**config.mk**
```make
export PLATFORM = sky130hd
export DESIGN_NAME = pulse_peak_capture
export DESIGN_NICKNAME = d
export VERILOG_FILES = /design/src/rtl/pulse_peak_pkg.sv /design/src/rtl/pulse_peak_capture_fifo.sv /design/src/rtl/pulse_peak_capture.sv
export SDC_FILE = /design/constraint.sdc
export NUM_CORES = 1
export LEC_CHECK = 0
export ABC_AREA = 1
export CELL_PAD_IN_SITES_DETAIL_PLACEMENT = 0
export CELL_PAD_IN_SITES_GLOBAL_PLACEMENT = 1
export CORE_MARGIN = 1.5
export CORE_UTILIZATION = 49
export DETAILED_ROUTE_END_ITERATION = 10
export MAX_ROUTING_LAYER = met4
export PLACE_DENSITY_LB_ADDON = 0.1
export SYNTH_ARGS = -nofsm -noshare
export SYNTH_HDL_FRONTEND = slang
export SYNTH_SLANG_ARGS = --single-unit
```
**constraint.sdc**
```tcl
create_clock -name clk -period 6.05 [get_ports clk]
set_input_delay 1.21 -clock clk [delete_from_list [all_inputs] [get_ports clk]]
set_output_delay 1.21 -clock clk [all_outputs]
set_load 0.02 [all_outputs]
```
**src/rtl/pulse_peak_pkg.sv**
```systemverilog
// Shared types and helpers for the pulse peak capture block: detector states,
// default widths and the peak-to-report slicing function.
package pulse_peak_pkg;

    localparam int ADC_W_DEF = 14;
    localparam int OUT_W_DEF = 8;

    typedef enum logic [1:0] {
        ST_IDLE     = 2'd0,
        ST_IN_PULSE = 2'd1,
        ST_HOLDOFF  = 2'd2
    } state_e;

    // Keeps the top out_w bits of an adc_w-wide peak; plain truncation, no rounding.
    function automatic logic [31:0] peak_slice(input logic [31:0] peak,
                                               input int         adc_w,
                                               input int         out_w);
        logic [31:0] mask;
        mask = (32'h1 << out_w) - 32'h1;
        return (peak >> (adc_w - out_w)) & mask;
    endfunction

endpackage

```
**src/rtl/pulse_peak_capture_fifo.sv**
```systemverilog
// peak_fifo: synchronous FIFO with first-word-through head. A push into a full
// FIFO is accepted when a pop happens in the same cycle.
module peak_fifo #(
    parameter int W     = 8,
    parameter int DEPTH = 16
) (
    input  logic                     clk,
    input  logic                     reset_n,
    input  logic                     push_i,
    input  logic [W-1:0]             push_data_i,
    input  logic                     pop_i,
    output logic [W-1:0]             head_o,
    output logic                     full_o,
    output logic                     empty_o,
    output logic [$clog2(DEPTH):0]   level_o
);

    localparam int AW = $clog2(DEPTH);
    localparam int LW = AW + 1;

    logic [W-1:0]  mem_q [DEPTH];
    logic [AW-1:0] wr_ptr_q, wr_ptr_d;
    logic [AW-1:0] rd_ptr_q, rd_ptr_d;
    logic [LW-1:0] level_q, level_d;
    logic          wr_en, rd_en;

    assign full_o  = (level_q == LW'(DEPTH));
    assign empty_o = (level_q == '0);
    assign head_o  = mem_q[rd_ptr_q];
    assign level_o = level_q;

    // Full + pop: the write lands in the slot being vacated, which is safe
    // because the head is read combinationally this same cycle.
    assign wr_en = push_i && (!full_o || pop_i);
    assign rd_en = pop_i && !empty_o;

    always_comb begin
        wr_ptr_d = wr_ptr_q;
        rd_ptr_d = rd_ptr_q;
        level_d  = level_q + LW'(wr_en) - LW'(rd_en);
        if (wr_en) wr_ptr_d = wr_ptr_q + AW'(1);
        if (rd_en) rd_ptr_d = rd_ptr_q + AW'(1);
    end

    always_ff @(posedge clk or negedge reset_n) begin
        if (!reset_n) begin
            wr_ptr_q <= '0;
            rd_ptr_q <= '0;
            level_q  <= '0;
        end else begin
            wr_ptr_q <= wr_ptr_d;
            rd_ptr_q <= rd_ptr_d;
            level_q  <= level_d;
        end
    end

    always_ff @(posedge clk) begin
        if (wr_en) mem_q[wr_ptr_q] <= push_data_i;
    end

endmodule

```
**src/rtl/pulse_peak_capture.sv**
```systemverilog
// Pulse detector, peak tracker and toggle-handshake presenter feeding the HPS PIO.
// Define PULSE_HOLDOFF_EN to add a dead-time of HOLDOFF valid samples after each pulse.
module pulse_peak_capture
    import pulse_peak_pkg::*;
#(
    parameter int ADC_W      = ADC_W_DEF,
    parameter int OUT_W      = OUT_W_DEF,
    parameter int FIFO_DEPTH = 16,
    parameter int HOLDOFF    = 32
) (
    input  logic                          clk,
    input  logic                          reset_n,
    input  logic [ADC_W-1:0]              adc_data,
    input  logic                          adc_valid,
    input  logic [ADC_W-1:0]              threshold,
    input  logic                          ack_toggle,
    output logic [OUT_W:0]                sample_word,
    output logic                          overflow,
    output logic [$clog2(FIFO_DEPTH):0]   fifo_level
);

    if (FIFO_DEPTH < 2 || (FIFO_DEPTH & (FIFO_DEPTH - 1)) != 0) begin : g_bad_depth
        $error("FIFO_DEPTH must be a power of two >= 2");
    end
    if (HOLDOFF < 1 || OUT_W > ADC_W) begin : g_bad_params
        $error("HOLDOFF must be >= 1 and OUT_W <= ADC_W");
    end

    state_e            state_q, state_d;
    logic [ADC_W-1:0]  peak_q, peak_d;
    logic              push_q, push_d;
    logic [OUT_W-1:0]  push_data_q, push_data_d;
    logic [OUT_W:0]    word_q, word_d;
    logic              presented_q, presented_d;
    logic              overflow_q, overflow_d;
    logic              above, pop;
    logic [OUT_W-1:0]  fifo_head;
    logic              fifo_full, fifo_empty;

`ifdef PULSE_HOLDOFF_EN
    localparam int HCW = (HOLDOFF > 1) ? $clog2(HOLDOFF) : 1;
    logic [HCW-1:0]    hcnt_q, hcnt_d;
`endif

    assign above = adc_data > threshold;

    always_comb begin
        state_d     = state_q;
        peak_d      = peak_q;
        push_d      = 1'b0;
        push_data_d = push_data_q;
`ifdef PULSE_HOLDOFF_EN
        hcnt_d      = hcnt_q;
`endif
        if (adc_valid) begin
            case (state_q)
                ST_IDLE: begin
                    if (above) begin
                        state_d = ST_IN_PULSE;
                        peak_d  = adc_data;
                    end
                end
                ST_IN_PULSE: begin
                    if (above) begin
                        if (adc_data > peak_q) peak_d = adc_data;
                    end else begin
                        // Registered push: the FIFO write lands the cycle after the end sample.
                        push_d      = 1'b1;
                        push_data_d = OUT_W'(peak_slice(32'(peak_q), ADC_W, OUT_W));
`ifdef PULSE_HOLDOFF_EN
                        state_d     = ST_HOLDOFF;
                        hcnt_d      = '0;
`else
                        state_d     = ST_IDLE;
`endif
                    end
                end
`ifdef PULSE_HOLDOFF_EN
                ST_HOLDOFF: begin
                    if (hcnt_q == HCW'(HOLDOFF - 1)) begin
                        state_d = ST_IDLE;
                        hcnt_d  = '0;
                    end else begin
                        hcnt_d  = hcnt_q + HCW'(1);
                    end
                end
`endif
                default: state_d = ST_IDLE;
            endcase
        end
    end

    peak_fifo #(
        .W     (OUT_W),
        .DEPTH (FIFO_DEPTH)
    ) u_fifo (
        .clk         (clk),
        .reset_n     (reset_n),
        .push_i      (push_q),
        .push_data_i (push_data_q),
        .pop_i       (pop),
        .head_o      (fifo_head),
        .full_o      (fifo_full),
        .empty_o     (fifo_empty),
        .level_o     (fifo_level)
    );

    // The word is outstanding until the HPS mirrors its toggle back on ack_toggle.
    always_comb begin
        pop         = !presented_q && !fifo_empty;
        word_d      = word_q;
        presented_d = presented_q;
        if (pop) begin
            word_d      = {~word_q[OUT_W], fifo_head};
            presented_d = 1'b1;
        end else if (presented_q && (ack_toggle == word_q[OUT_W])) begin
            presented_d = 1'b0;
        end
        overflow_d = overflow_q | (push_q & fifo_full & ~pop);
    end

    always_ff @(posedge clk or negedge reset_n) begin
        if (!reset_n) begin
            state_q     <= ST_IDLE;
            peak_q      <= '0;
            push_q      <= 1'b0;
            push_data_q <= '0;
            word_q      <= '0;
            presented_q <= 1'b0;
            overflow_q  <= 1'b0;
`ifdef PULSE_HOLDOFF_EN
            hcnt_q      <= '0;
`endif
        end else begin
            state_q     <= state_d;
            peak_q      <= peak_d;
            push_q      <= push_d;
            push_data_q <= push_data_d;
            word_q      <= word_d;
            presented_q <= presented_d;
            overflow_q  <= overflow_d;
`ifdef PULSE_HOLDOFF_EN
            hcnt_q      <= hcnt_d;
`endif
        end
    end

    assign sample_word = word_q;
    assign overflow    = overflow_q;

endmodule
```
Yosys cells after proc, flatten, opt, wreduce, memory -nomap -nowiden:

Memory sizes are Yosys's and may differ from the RTL's. A register that Yosys moved wholly into a read port is not among the register bits.
Index checks and enable logic that the tools add are counted.

* output and inout bits: 15
* memories: 1
* memory bits (writable): 128
* logic and storage cells: 60
* bits of input ports: 32
* bits in latches: 0
* ROM bits: 0
* bits in registers: 49

Memories
* u_fifo.mem_q: words 16, width 8, rd ports 1, clocked after memory_dff 1, wr ports 1, line pulse_peak_capture_fifo.sv:21 `logic [W-1:0] mem_q [DEPTH];`

* bitwise logic cells: 6
* order comparisons: 2
* add/subtract/negate cells: 4
* reduce and logical (&&, ||, !) cells: 16
* equal/unequal tests: 7
* $mul: 0
* div/mod/pow operators: 0
* shift-type cells: 0
* multiplexer cells: 14

Operators by type and width (number)
* $mux 14: 3
* $gt 14x14->1: 2
* $pmux 14 s2: 1
* $add 4x1->4 const B: 2
* $ne 2x2->1 const B: 4
* $mux 1: 7
* $reduce_and 3->1: 2
* $add 5x1->5: 1
* $eq 5x5->1 const B: 1
* $logic_not 5->1: 1
* $reduce_and 5->1: 1
* $sub 5x1->5: 1
* $logic_and 1x1->1: 4
* $logic_not 1->1: 4
* $mux 2: 2
* $pmux 2 s2: 1
* $reduce_bool 2->1: 2
* $not 1->1: 3
* $and 1x1->1: 2
* $eq 2x1->1 const B: 1
* $logic_not 2->1: 1
* $eq 1x1->1: 1
* $logic_or 1x1->1: 1
* $or 1x1->1: 1

Logic depth before layout (Yosys ltp):

* depth in word-level cells: 7
* depth in mapped cells: 16
* mapped depth without buffers: 15

Hierarchy:

Synthesis repeated with hierarchy kept, for this count alone.

* cell total of the unflattened synthesis: 899
* area, all modules: 8521.9 sq um

By module, submodules not included
* peak_fifo: cells each 622, area each 6271.0 sq um, instances 1, sequential area each 4169.0 sq um
* pulse_peak_capture: cells each 277, area each 2250.9 sq um, instances 1, sequential area each 875.8 sq um

Worst setup path after synthesis:

Ideal clock, no wire load.

* path type: input-to-reg
* start: in threshold[5]
* end: reg peak_q[0]
* required time: 5.985 ns
* stages on the path: 14
* arrival time: 3.017 ns
* setup time: 0.065 ns
* buffers on the path: 1
* slack: 2.968 ns
* cell sequence: inv_1 > ha_1 > nand2_1 > nor2_1 > o21ai_0 > nand3_1 > nand2_1 > nand2_1 > nand2_2 > ha_1 > nor3b_2 > buf_2 > nand3_1 > nand2_1

* cells in the longest elaborated chain, start to end: 3
* elaborated cells between the ends (all ways): 4
* classes of those cells: order compare (1); eq/ne (2); reduce/logical (1)

Ends and longest elaborated chain
* start, declared: line pulse_peak_capture.sv:15 `input logic [ADC_W-1:0] threshold,`
* $gt 14x14->1 (*): line pulse_peak_capture.sv:45 `assign above = adc_data > threshold;`
* $ne 2x2->1 (no line)
* $reduce_and 5->1 (no line) (*)
* end signal, assigned: line pulse_peak_capture.sv:136 `peak_q <= peak_d;`
* end, declared: line pulse_peak_capture.sv:30 `logic [ADC_W-1:0] peak_q, peak_d;`

Mark *: on every way between the ends. The rest lies on a longest branch, timed or not.
A chain may end at the register's enable or synchronous reset.

Worst setup path after layout:

* start: in adc_data[5]
* end: reg peak_q[9]

* cells in the longest elaborated chain, start to end: 3
* elaborated cells between the ends (all ways): 6
* classes of those cells: order compare (2); eq/ne (3); reduce/logical (1)

Ends and longest elaborated chain
* start, declared: line pulse_peak_capture.sv:13 `input logic [ADC_W-1:0] adc_data,`
* $gt 14x14->1 (on tied branches): line pulse_peak_capture.sv:65, pulse_peak_capture.sv:45
* $ne 2x2->1 (no line)
* $reduce_and 5->1 (no line) (*)

Marks and branches as above.

==> summary.md <==
| Metric | Value |
|---|---|
| GRT Total Usage | 22.61% |
| Yosys cell types | 26 |
| Pins over their slew limit | 0 |
| Reg-to-reg endpoint | u_fifo.level_o[4] |
| Internal | ~2700 uW |
| Hold buffers post-CTS | 0 |
| # nets final | between 800 and 900 |
| Proportion of synthesized area in mux cells | 0% |
| Initial Util | 50.39% |
| Via/cell ratio | 5.256 |
| Crit path cell chain | clkdlybuf4s50_1 -> ha_1 -> nand2_1 -> nor2_1 -> o21ai_0 -> nand3_1 -> nand2_1 -> nand2_1 -> nand2_2 -> ha_1 -> nor3b_2 -> nand2_4 -> nand2_1 -> nand2_1 |
| Placed cells | between 900 and 1000 |
| Worst Hold Class | register to register |
| Most common cell after layout, fill and taps aside | nand2_1 |
| Power density over the cells | 478.5 nW/um2 |
| Sw Share | 39.19% |
| Grt ovf | 0 |
| Final cycle utilization of the critical path | about two thirds |
| Relative slew slack | 22.09% |
| Area of the core | 15940 um2 |
| Synthesized instance count | approximately 750 |
| Clock skew | 0.01009 ns |
| Final-report hold violation count | 0 |
| Setup bufs post-CTS | 0 |
| Share of cells above drive strength 1 | approximately 5.5% |
| DR pass1 iterations | 5 |
| Flop2flop setup slack | 2.90 ns |
| Worst path required time | 6.36 ns |
| Commonest cells after routing, fill and taps aside | 130 x nand2_1, 128 x edfxtp_1, 121 x nor2_1, 61 x inv_1, 49 x o21ai_0 |
| Hold Path Sink | peak_q[1] |
| RSZ-0062 raised after global routing | no |
| Synth Area in Adders | 6.634% |
| Post-CTS sizing | 0 |
| Die W | 131.0 um |
| CP Max Fanout | 15 |
| Final WS setup | 2.135 ns |
| Place WS | 1.670 ns |
| Multi-input logic area | ~2500 um2 |
| Main combinational cell family by area after synthesis | simple AND/OR/NAND/NOR gates |
| Synthesized area | 8034 um2 |
| CTS clk-pin slew, worst paths | 0.06 ns |
| Initial DRC count | 480 |
| Detail Placement HPWL | roughly 11 mm |
| CP endpoint kind | register |
| Crit path DAT | between 4 and 5 ns |
| Combinational share of power | approximately a third |
| Tightest Pin Transition | about 1.2 ns |
| Crit path kind | input pin to register |
| Slowest library cell on the worst path | nor3b_2 |
| Die Y | 131.0 um |
| Worst Hold Depth | 2 |
| Max-Cap Viols | 0 |
| # IOs | 47 |
| First-pass GRT wire length | 27.32 mm |
| Initial antenna violation count | 0 |
| Lkg Pwr | 0.003688 uW |
| HP Start | peak_q[1] |
| Post-Synth Simple-Gate Area | 15.59% |
| Sw Pwr | ~1700 uW |
| Status | complete, no violations |
| Largest net degree at the start of global routing | between 60 and 70 |
| Routed Wire Length | 17.25 mm |
| Ant. Diodes | 0 |
| CP peak stage delay | between 0.8 and 0.9 ns |
| Sequential element share of the synthesized area | 62.79% |
| Power, Total | 4364 uW |
| H-Tree Depth | 4 |
| Area of the die | between 15000 and 20000 um2 |
| Fin Setup TNS | 0 ns |
| Clk sinks | between 150 and 200 |
| Routed WL per cell | 17.05 um |
| Worst Setup Start Kind | input pin |
| Routability cong. | 0.7830 |
| XOR/XNOR Fraction of Synth Area | 1.417% |
| Seq cells post-synth | 176 |
| Non-Filler Instances | 1012 |
| Setup violators final | 0 |
| Syn Nets | 819 |
| Fillers | 1353 |
| Root buffer cell | clkbuf_16 |
| Reg power frac | 42.7% |
| Row Count | 46 |
| Synth warn | 0 |
| Port bufs | 46 |
| CTS Buf Count | 17 |
| Worst skew pair latency | 0.43 ns |
| F_max | 255.4 MHz |
| Worst path most repeated cell | nand2_1 |
| Antenna viol nets, final | 0 |
| Syn_area_per_cell | 10.78 um2 |
| Period minus WS final | 3.915 ns |
| DRC Markers | 0 |
| Register Area | 5046 um2 |
| Layout area overhead | 13.52% |
| CTS max path bufs | 2 |
| Peak VDD IR | ~0.34 mV |
| CTS tree | yes |
| Via count | 5319 |
| Clock share of power | 22.7% |
| R2R Path Start | u_fifo.level_o[2] |
| Compound-cell area share of the yosys netlist | under 10% |
| Vias in the first global route | 5212 |
| Reg2Reg Depth | 15 |
## worst max-delay path, delay by kind of cell
family / cells / cell delay, ns
compound gates: 1 / 0.09
buf+inv: 1 / 0.47
fa+ha+maj: 2 / 0.58
simple gates: 10 / 1.87
## routing by layer
metal / global-route usage (%) / vias to the layer above / routed length [um]
li1: - / 2606 / -
met1: 29.33 / 2538 / 7877
met2: 34.96 / 142 / 8098
met3: 4.438 / 33 / 770
met4: 9.567 / 0 / 504
met5: - / - / 0
## stage by stage
| step | instance area [um2] | utilization [%] | hold WS [ns] |
|---|---|---|---|
| after floorplan | 8034 | - | 0.4419 |
| after global placement | 8583 | 53.84 | 0.4549 |
| after detailed placement | 8583 | 53.84 | 0.4619 |
| after CTS | 9120 | 57.20 | 0.4764 |
| after global routing | 9120 | 57.20 | 0.4942 |
| final | 9120 | 57.20 | 0.4739 |
## power groups by stage
stage	sequential [uW]	clock, uW	combinational (uW)
2_1_floorplan	1820	0	1080
6_report	1860	992	1510
5_1_grt	1900	1050	1720
3_3_place_gp	1880	0	1490
3_5_place_dp	1890	0	1520
4_1_cts	1860	1000	1530
## sequential cells by signal (all words and copies together) (netlist names)
register         cells
push_data_q          8
u_fifo.level_o       5
u_fifo.wr_ptr_q      4
state_q              1
sample_word          9
presented_q          1
peak_q              14
overflow             1
push_q               1
u_fifo.rd_ptr_q      4
u_fifo.mem_q       128
## area by class of cell
type,instances,area share [%]
flip-flops and latches,176,55.33
well taps,216,2.963
inverters,65,2.675
clock inverters,14,1.180
clock buffers,18,4.706
repair buffers,49,5.241
multi-input cells,474,27.91
## worst max path at each step
| stage | startpoint | end | cells past startpoint |
|---|---|---|---|
| after CTS | adc_data[5] | peak_q[9] | 14 |
| after global routing | adc_data[13] | peak_q[4] | 14 |
| after global placement | adc_data[13] | peak_q[9] | 14 |
| after floorplan | threshold[5] | peak_q[0] | 14 |
| final | adc_data[5] | peak_q[9] | 14 |
| after detailed placement | adc_data[5] | peak_q[5] | 14 |
## kinds of logic after synthesis
kind of cell / count (synthesis)
buffers and inverters: 95
AND/OR/NAND/NOR: 307
AO/OA/AOI/OAI: 112
XOR/XNOR: 13
flip-flops: 176
adder cells (fa/ha/maj): 42
## synthesized netlist by cell type
master,instances,area [um2]
nor2_2,2,12.51
ha_1,41,513.0
xor2_1,10,87.58
inv_1,61,229.0
nand3_1,45,225.2
xnor2_1,3,26.28
o21ai_0,49,245.2
clkinv_1,3,11.26
buf_6,8,90.09
clkbuf_1,8,30.03
a21oi_1,10,50.05
o21ai_1,19,95.09
buf_2,10,50.05
inv_2,1,3.750
dfrtp_1,48,1201
o211ai_1,32,240.2
nand2_1,130,488.0
nor3b_2,1,12.51
edfxtp_1,128,3844
nand2_4,2,22.52
nand2_2,2,12.51
nor2_1,121,454.2
buf_4,4,30.03
nand4_1,4,25.02
fa_1,1,20.02
o21bai_1,2,15.01
Power figures use the tool's default switching activity.
